### config.mk
export PLATFORM = sky130hd
export DESIGN_NAME = seq_adder_flat
export DESIGN_NICKNAME = d
export VERILOG_FILES = /design/src/rtl/seq_adder_if.sv /design/src/rtl/seq_adder.sv /design/src/flat_wrapper.sv
export SDC_FILE = /design/constraint.sdc
export NUM_CORES = 1
export LEC_CHECK = 0
export ABC_AREA = 1
export CORE_ASPECT_RATIO = 1.2
export CORE_MARGIN = 2
export CORE_UTILIZATION = 50
export CTS_BUF_LIST = sky130_fd_sc_hd__clkbuf_4
export DETAILED_ROUTE_END_ITERATION = 6
export PLACE_DENSITY = 0.85
export SLEW_MARGIN = 0
export SYNTH_ARGS = -nofsm -noshare
export SYNTH_HDL_FRONTEND = slang
export SYNTH_SLANG_ARGS = --single-unit
### constraint.sdc
create_clock -name clk -period 2.1 [get_ports clk]
set_clock_uncertainty 0.1 [all_clocks]
set_input_delay 0.315 -clock clk [delete_from_list [all_inputs] [get_ports clk]]
set_output_delay 0.315 -clock clk [all_outputs]
set_load 0.01 [all_outputs]
### src/rtl/seq_adder_if.sv
// Operand/result handshake between the control sequencer and the digit-serial adder.
interface seq_adder_if #(parameter int WIDTH = 8);
  logic             start;
  logic             abort;
  logic             sub;
  logic             cin;
  logic [WIDTH-1:0] A;
  logic [WIDTH-1:0] B;
  logic             busy;
  logic             done;
  logic [WIDTH-1:0] sum;
  logic             cout;
  logic             ovf;

  modport master (output start, abort, sub, cin, A, B,
                  input  busy, done, sum, cout, ovf);
  modport slave  (input  start, abort, sub, cin, A, B,
                  output busy, done, sum, cout, ovf);
endinterface

### src/rtl/seq_adder.sv
// Digit-serial add/subtract: WIDTH-bit result built DIGIT bits per RUN cycle, LSB first,
// with start/busy/done handshake and synchronous abort.
module seq_adder #(
  parameter int WIDTH = 8,
  parameter int DIGIT = 2
) (
  input  logic       clk,
  input  logic       NRST,
  seq_adder_if.slave bus
);
  localparam int N  = WIDTH / DIGIT;
  localparam int CW = (N > 1) ? $clog2(N) : 1;
  localparam logic [CW-1:0] LAST = CW'(N - 1);

  typedef enum logic [1:0] {S_IDLE, S_RUN, S_DONE} state_t;

  state_t           state_q, state_d;
  logic [WIDTH-1:0] a_q, a_d, b_q, b_d, ps_q, ps_d, sum_q, sum_d;
  logic [CW-1:0]    cnt_q, cnt_d;
  logic             carry_q, carry_d, cout_q, cout_d, ovf_q, ovf_d;
  logic             busy_q, busy_d, done_q, done_d;

  logic [DIGIT:0]   dsum;
  logic             c_msb;

  // One ripple digit; on the last digit, bit DIGIT-1 of the digit is bit WIDTH-1 of the word
  assign dsum  = {1'b0, a_q[DIGIT-1:0]} + {1'b0, b_q[DIGIT-1:0]} + {{DIGIT{1'b0}}, carry_q};
  assign c_msb = dsum[DIGIT-1] ^ a_q[DIGIT-1] ^ b_q[DIGIT-1];

  always_comb begin
    state_d = state_q;
    a_d     = a_q;
    b_d     = b_q;
    ps_d    = ps_q;
    cnt_d   = cnt_q;
    carry_d = carry_q;
    sum_d   = sum_q;
    cout_d  = cout_q;
    ovf_d   = ovf_q;
    case (state_q)
      S_IDLE: if (bus.start) state_d = S_RUN;
      S_RUN: begin
        if (bus.abort) state_d = S_IDLE;
        else begin
          a_d     = a_q >> DIGIT;
          b_d     = b_q >> DIGIT;
          ps_d    = WIDTH'({dsum[DIGIT-1:0], ps_q} >> DIGIT);
          carry_d = dsum[DIGIT];
          cnt_d   = cnt_q + CW'(1);
          if (cnt_q == LAST) begin
            state_d = S_DONE;
            sum_d   = ps_d;
            cout_d  = dsum[DIGIT];
            ovf_d   = c_msb ^ dsum[DIGIT];
          end
        end
      end
      S_DONE: begin
        if (bus.abort)      state_d = S_IDLE;
        else if (bus.start) state_d = S_RUN;
        else                state_d = S_IDLE;
      end
      default: state_d = S_IDLE;
    endcase
    // Operand capture, shared by IDLE and back-to-back DONE starts
    if (state_q != S_RUN && state_d == S_RUN) begin
      a_d     = bus.A;
      b_d     = bus.sub ? ~bus.B : bus.B;
      carry_d = bus.sub | bus.cin;
      cnt_d   = '0;
    end
    busy_d = (state_d == S_RUN);
    done_d = (state_d == S_DONE);
  end

  always_ff @(posedge clk or negedge NRST) begin
    if (!NRST) begin
      state_q <= S_IDLE;
      a_q     <= '0;
      b_q     <= '0;
      ps_q    <= '0;
      cnt_q   <= '0;
      carry_q <= 1'b0;
      sum_q   <= '0;
      cout_q  <= 1'b0;
      ovf_q   <= 1'b0;
      busy_q  <= 1'b0;
      done_q  <= 1'b0;
    end else begin
      state_q <= state_d;
      a_q     <= a_d;
      b_q     <= b_d;
      ps_q    <= ps_d;
      cnt_q   <= cnt_d;
      carry_q <= carry_d;
      sum_q   <= sum_d;
      cout_q  <= cout_d;
      ovf_q   <= ovf_d;
      busy_q  <= busy_d;
      done_q  <= done_d;
    end
  end

  assign bus.busy = busy_q;
  assign bus.done = done_q;
  assign bus.sum  = sum_q;
  assign bus.cout = cout_q;
  assign bus.ovf  = ovf_q;
endmodule

### src/flat_wrapper.sv
// flat-port wrapper written by rule: the top's interface ports become plain ports
module seq_adder_flat 
#(
  parameter int WIDTH = 8,
  parameter int DIGIT = 2
)
  (clk, NRST, bus_start, bus_abort, bus_sub, bus_cin, bus_A, bus_B, bus_busy, bus_done, bus_sum, bus_cout, bus_ovf);
  seq_adder_if #(.WIDTH(WIDTH)) bus_i ();
  input  logic clk;
  input  logic NRST;
  input wire logic [$bits(bus_i.start)-1:0] bus_start;
  input wire logic [$bits(bus_i.abort)-1:0] bus_abort;
  input wire logic [$bits(bus_i.sub)-1:0] bus_sub;
  input wire logic [$bits(bus_i.cin)-1:0] bus_cin;
  input wire logic [$bits(bus_i.A)-1:0] bus_A;
  input wire logic [$bits(bus_i.B)-1:0] bus_B;
  output wire logic [$bits(bus_i.busy)-1:0] bus_busy;
  output wire logic [$bits(bus_i.done)-1:0] bus_done;
  output wire logic [$bits(bus_i.sum)-1:0] bus_sum;
  output wire logic [$bits(bus_i.cout)-1:0] bus_cout;
  output wire logic [$bits(bus_i.ovf)-1:0] bus_ovf;
  assign bus_i.start = bus_start;
  assign bus_i.abort = bus_abort;
  assign bus_i.sub = bus_sub;
  assign bus_i.cin = bus_cin;
  assign bus_i.A = bus_A;
  assign bus_i.B = bus_B;
  assign bus_busy = bus_i.busy;
  assign bus_done = bus_i.done;
  assign bus_sum = bus_i.sum;
  assign bus_cout = bus_i.cout;
  assign bus_ovf = bus_i.ovf;
  seq_adder #(.WIDTH(WIDTH), .DIGIT(DIGIT)) u_core (.clk(clk), .NRST(NRST), .bus(bus_i));
endmodule
* Word-level counts from Yosys, hierarchy flattened
Index checks and enable logic that the tools add are counted.
** Cells by class
- Muxes and demuxes :: 19
- Bitwise logic cells :: 6
- Add/subtract/negate cells :: 3
- Equal/unequal tests :: 7
- Reductions and logical operators :: 6
** Operators with widths (count)
- two-way mux 8 bit :: 7
- two-way mux 2 bit :: 7
- NOT 8 bit :: 1
- == test 2 bit, second input constant :: 3
- one-hot mux 2 bit (3 select lines) :: 1
- == test 2 x 1 -> 1 bit, second input constant :: 2
- two-way mux 1 bit :: 4
- inequality test 2 x 1 -> 1 bit, second input constant :: 2
- AND reduction 2 bit :: 2
- adder 2 x 2 -> 3 bit :: 1
- adder 3 x 1 -> 3 bit :: 1
- AND reduction 3 bit :: 1
- bitwise XOR 1 bit :: 3
- adder 2 x 1 -> 2 bit, second input constant :: 1
- zero test 2 bit :: 1
- nonzero test 2 bit :: 1
- logical AND 1 bit :: 1
- NOT 1 bit :: 1
- bitwise OR 1 bit :: 1
** Storage, ports and cells
- Output and inout port bits :: 12
- Input port bits :: 22
- Bits in registers :: 41
- Logic and storage cells :: 52

* Longest topological paths before layout
- Word-level depth :: 8
- Mapped depth :: 10
- Gate-level depth less buffers :: 10

* Worst setup path before layout
OpenSTA, ideal clock, no wires.
- Kind :: register to register
- Start :: register u_core.carry_q
- End :: register u_core.ovf_q, in the netlist u_core.bus.ovf
- Arrival :: 1636 ps
- Period minus slack after synthesis :: 1853 ps
- Setup time :: 117 ps
- Data required time :: 1883 ps
- Slack :: 247 ps
- Buffers on the path :: 0
- Cell stages (with the launch flop) :: 11
- Path through :: dfrtp_1 -> inv_1 -> fa_1 -> inv_1 -> fa_1 -> inv_1 -> nand2_1 -> nand2_1 -> nand2_1 -> nand3_1 -> nand2_1
** On the way
- Longest elaborated chain between the ends :: 4
** RTL lines
- start, declared :: line seq_adder.sv:20 : logic carry_q, carry_d, cout_q, cout_d, ovf_q, ovf_d;
- start signal, assigned :: line seq_adder.sv:95 : carry_q <= carry_d;
- adder 3 x 1 -> 3 bit :: line seq_adder.sv:27 : assign dsum = {1'b0, a_q[DIGIT-1:0]} + {1'b0, b_q[DIGIT-1:0]} + {{DIGIT{1'b0}}, carry_q};
- named net u_core.dsum[1] :: line seq_adder.sv:23 : logic [DIGIT:0] dsum;
- bitwise XOR 1 bit (2 in series) :: line seq_adder.sv:28 : assign c_msb = dsum[DIGIT-1] ^ a_q[DIGIT-1] ^ b_q[DIGIT-1];
- bitwise XOR 1 bit :: line seq_adder.sv:54 : ovf_d = c_msb ^ dsum[DIGIT];
- end signal, assigned :: line seq_adder.sv:98 : ovf_q <= ovf_d;
- end, declared :: line seq_adder.sv:20
The timed path passes the listed nets, and every way through them passes these cells.
A chain may end at the register's enable or synchronous reset.

* Final worst setup path
Ends and elaborated chain as after synthesis.

==> summary.md <==
| Metric | Value |
|---|---|
| Final Cycle Share | 0.934 |
| Core area | ~3600 um2 |
| Synthesis-stage register bit count | 39 |
| Critical path's slowest cell | fa_1 |
| P_int | around 1.7 mW |
| Layout cell share with drive strength beyond 1 | 0.117 |
| Total power draw | 2.72 mW |
| Hold path endpoint | u_core.bus.sum[0] |
| Combinational Power Share | 0.427 |
| Min-delay worst type | register to register |
| Most frequent cell on the critical path | nand2_1 |
| Worst-path clk slew | between 0.1 and 0.15 ns |
| Initial antenna violation count | 0 |
| CTS H-Tree Depth | 2 |
| Final Cell Area | between 2000 and 2500 um2 |
| Startpoint Class | register |
| Area growth from synthesis to layout | 22.7% |
| Max-slew violation count | 0 |
| Max transition margin | 0.680 |
| Synth warn | 0 |
| Mapped Nets | around 240 |
| Top post-synthesis cells by area | dfrtp_1 (52%), nand2_1 (19%), nand3_1 (6.2%) |
| P per Cell Area | 1190 nW/um2 |
| Clock power frac | 0.131 |
| Clock Path Buffers | 2 |
| Diodes inserted | 0 |
| CP endpoint kind | register |
| Hold Violations, Final | 0 |
| I/O pin total | 34 |
| Row cnt | 24 |
| WL/cell | 11.0 um |
| Critical path's top delay family | adder cells |
| CTS tree | done |
| First-pass GRT wire length | 5.80 mm |
| Mean post-synth cell area | roughly 8.6 um2 |
| Synth area leader | dfrtp_1 |
| DRC violations left | 0 |
| Final Util | 0.635 |
| PortBufs | 33 |
| Starting Density | 0.517 |
| Vias in the first global route | ~1,400 |
| Via/cell ratio | between 4 and 5 |
| Dpl ws | 0.127 ns |
| R2R depth | 10 |
| Vias | between 1,000 and 1,500 |
| Dpl cell area | 2220 um2 |
| Post-route ant nets | 0 |
| FF+latch area | roughly 1000 um2 |
| Total track usage | 0.179 |
| Initial DRC count | 90 |
| Post-DP HPWL | roughly 2.3 mm |
| CP Data Required Time | roughly 2.2 ns |
| Fill cells | ~320 |
| Clock Tree Root | clkbuf_4 |
| Final setup vio count | 0 |
| CP max FO | 4 |
| Worst reg2reg endpoint | u_core.bus.ovf |
| Critical path type | register to register |
| Die area | around 4200 um2 |
| Fin nets | around 280 |
| Worst EP arrival | about 2.1 ns |
| GRT overflow | 0 |
| Status | complete, no violations |
| Max cap viols | 0 |
| Clock Latency Late Sink | 0.34 ns |
| Part of the power in registers | 0.443 |
| Pleak | approximately 1.2 nW |
| Switch share | 0.373 |
| DR pass1 iterations | 4 |
| Post-synth top area share | 0.523 |
| Min Tclk post-route | 1.96 ns |
| Multi-input gate area | 762 um2 |
| Cells after synthesis | between 200 and 250 |
| Crit path cell chain | inv_1 > fa_1 > inv_1 > fa_1 > inv_2 > nand2_1 > nand2_1 > nand2_1 > nand3_1 > nand2_1 |
| Setup TNS | 0 ns |
| Worst Tran Pin Value | 0.480 ns |
| R2R Setup Slk | between 0.1 and 0.15 ns |
| Cell Area, Synth | roughly 1900 um2 |
| Hold Path Origin | u_core.bus.sum[0] |
| Pin count of the biggest net entering global routing | 40 |
| Peak Freq | 510 MHz |
| Psw | between 1 and 1.5 mW |
| RD Place Congestion | ~0.76 |
| Num CTS Buffers | 5 |
| Reg-to-Reg Start | u_core.carry_q |
| Die X | between 50 and 60 um |
| Setup ws final | roughly 0.14 ns |
| Post-Route WL | roughly 3.2 mm |
| VDD IR max | approximately 0.00052 V |
| Die Y | around 70 um |
| Max incr delay on CP | ~0.46 ns |
| Clk sinks | 39 |
| WP buf/inv | 3 |
| Netlist cell types | 21 |
| Hold path cells | 2 |
| Post-synthesis sequential area ratio | 0.523 |
## area by class of cell
type / count / area share
Sequential cell: 39 / 0.427
Multi-Input combinational cell: 151 / 0.333
Timing Repair Buffer: 40 / 0.166
Inverter: 20 / 0.0328
Tap cell: 39 / 0.0213
Clock buffer: 6 / 0.0197
## tightest hold or removal path: cells and delay by family, from the launching register on
| kind | cells | cell delay [ns] |
|---|---|---|
| AND/OR/NAND/NOR | 2 | 0.09 |
| flip-flops | 1 | 0.36 |
## metal layers
metal,vias up,GRT usage,part of all wire
met2,36,0.293,0.50
met3,9,0.0494,0.044
met4,0,0.0667,0.018
li1,755,-,-
met5,-,0,0
met1,663,0.220,0.44
## flip-flops by register name (all words and copies together), names as in the netlist, 2 cells and up
signal          flops
u_core.state_q      2
u_core.cnt_q        2
u_core.bus.sum      8
u_core.ps_q         6
u_core.b_q          8
u_core.a_q          8
## worst max-delay path by stage
stage / depth (start not counted) / from / slack [ns] / end
floorplan: 10 / u_core.carry_q / 0.25 / u_core.bus.ovf
global placement: 10 / u_core.carry_q / 0.21 / u_core.bus.ovf
detailed placement: 10 / u_core.carry_q / 0.13 / u_core.bus.ovf
CTS: 10 / u_core.carry_q / 0.11 / u_core.bus.ovf
global route: 10 / u_core.carry_q / -0.006 / u_core.bus.ovf
finish: 10 / u_core.carry_q / 0.14 / u_core.bus.ovf
## timing repair
item | 4_1_cts | 5_1_grt
endpoints found under the setup margin | 0 | 1
setup buffers | 0 | 2
hold buffers | 1 | 0
hold endpoints to repair | 39 | 0
resized for setup | 0 | 1
## power groups by stage
stage	clock, mW	combinational (mW)	sequential (mW)
after floorplan	0	0.707	1.23
after global placement	0	1.05	1.20
after detailed placement	0	1.10	1.22
after CTS	0.364	1.10	1.21
after global routing	0.395	1.34	1.24
final	0.356	1.16	1.21
## logic make-up after synthesis
group           share of synthesized area
simple gates                        0.283
compound gates                     0.0597
xor+xnor                           0.0376
fa+ha+maj                          0.0282
flops                               0.523
buf+inv                            0.0678
## cells in the mapped netlist, drive strengths merged
cell / number
nand2: 94
dfrtp: 39
nand3: 25
inv: 20
o21ai: 17
buf: 6
xnor2: 5
nor2: 4
xor2: 3
fa: 2
clkbuf: 1
ha: 1
## through the flow
stage	hold WS [ns]	instances
floorplan	-0.0806	217
global placement	0.288	286
CTS	0.381	293
detailed placement	0.291	286
global route	0.398	295
finish	0.377	295
## placed cells by master, fill, tap and decap left out, types with 2 or more instances in the layout
cell type,instances
buf_4,6
clkbuf_4,6
clkdlybuf4s50_1,32
dfrtp_1,39
fa_1,2
inv_1,15
inv_2,5
nand2_1,92
nand3_1,23
nor2_1,3
o21ai_0,10
o21ai_2,7
xnor2_1,5
xor2_1,3
(Power assumes the default switching activity.)
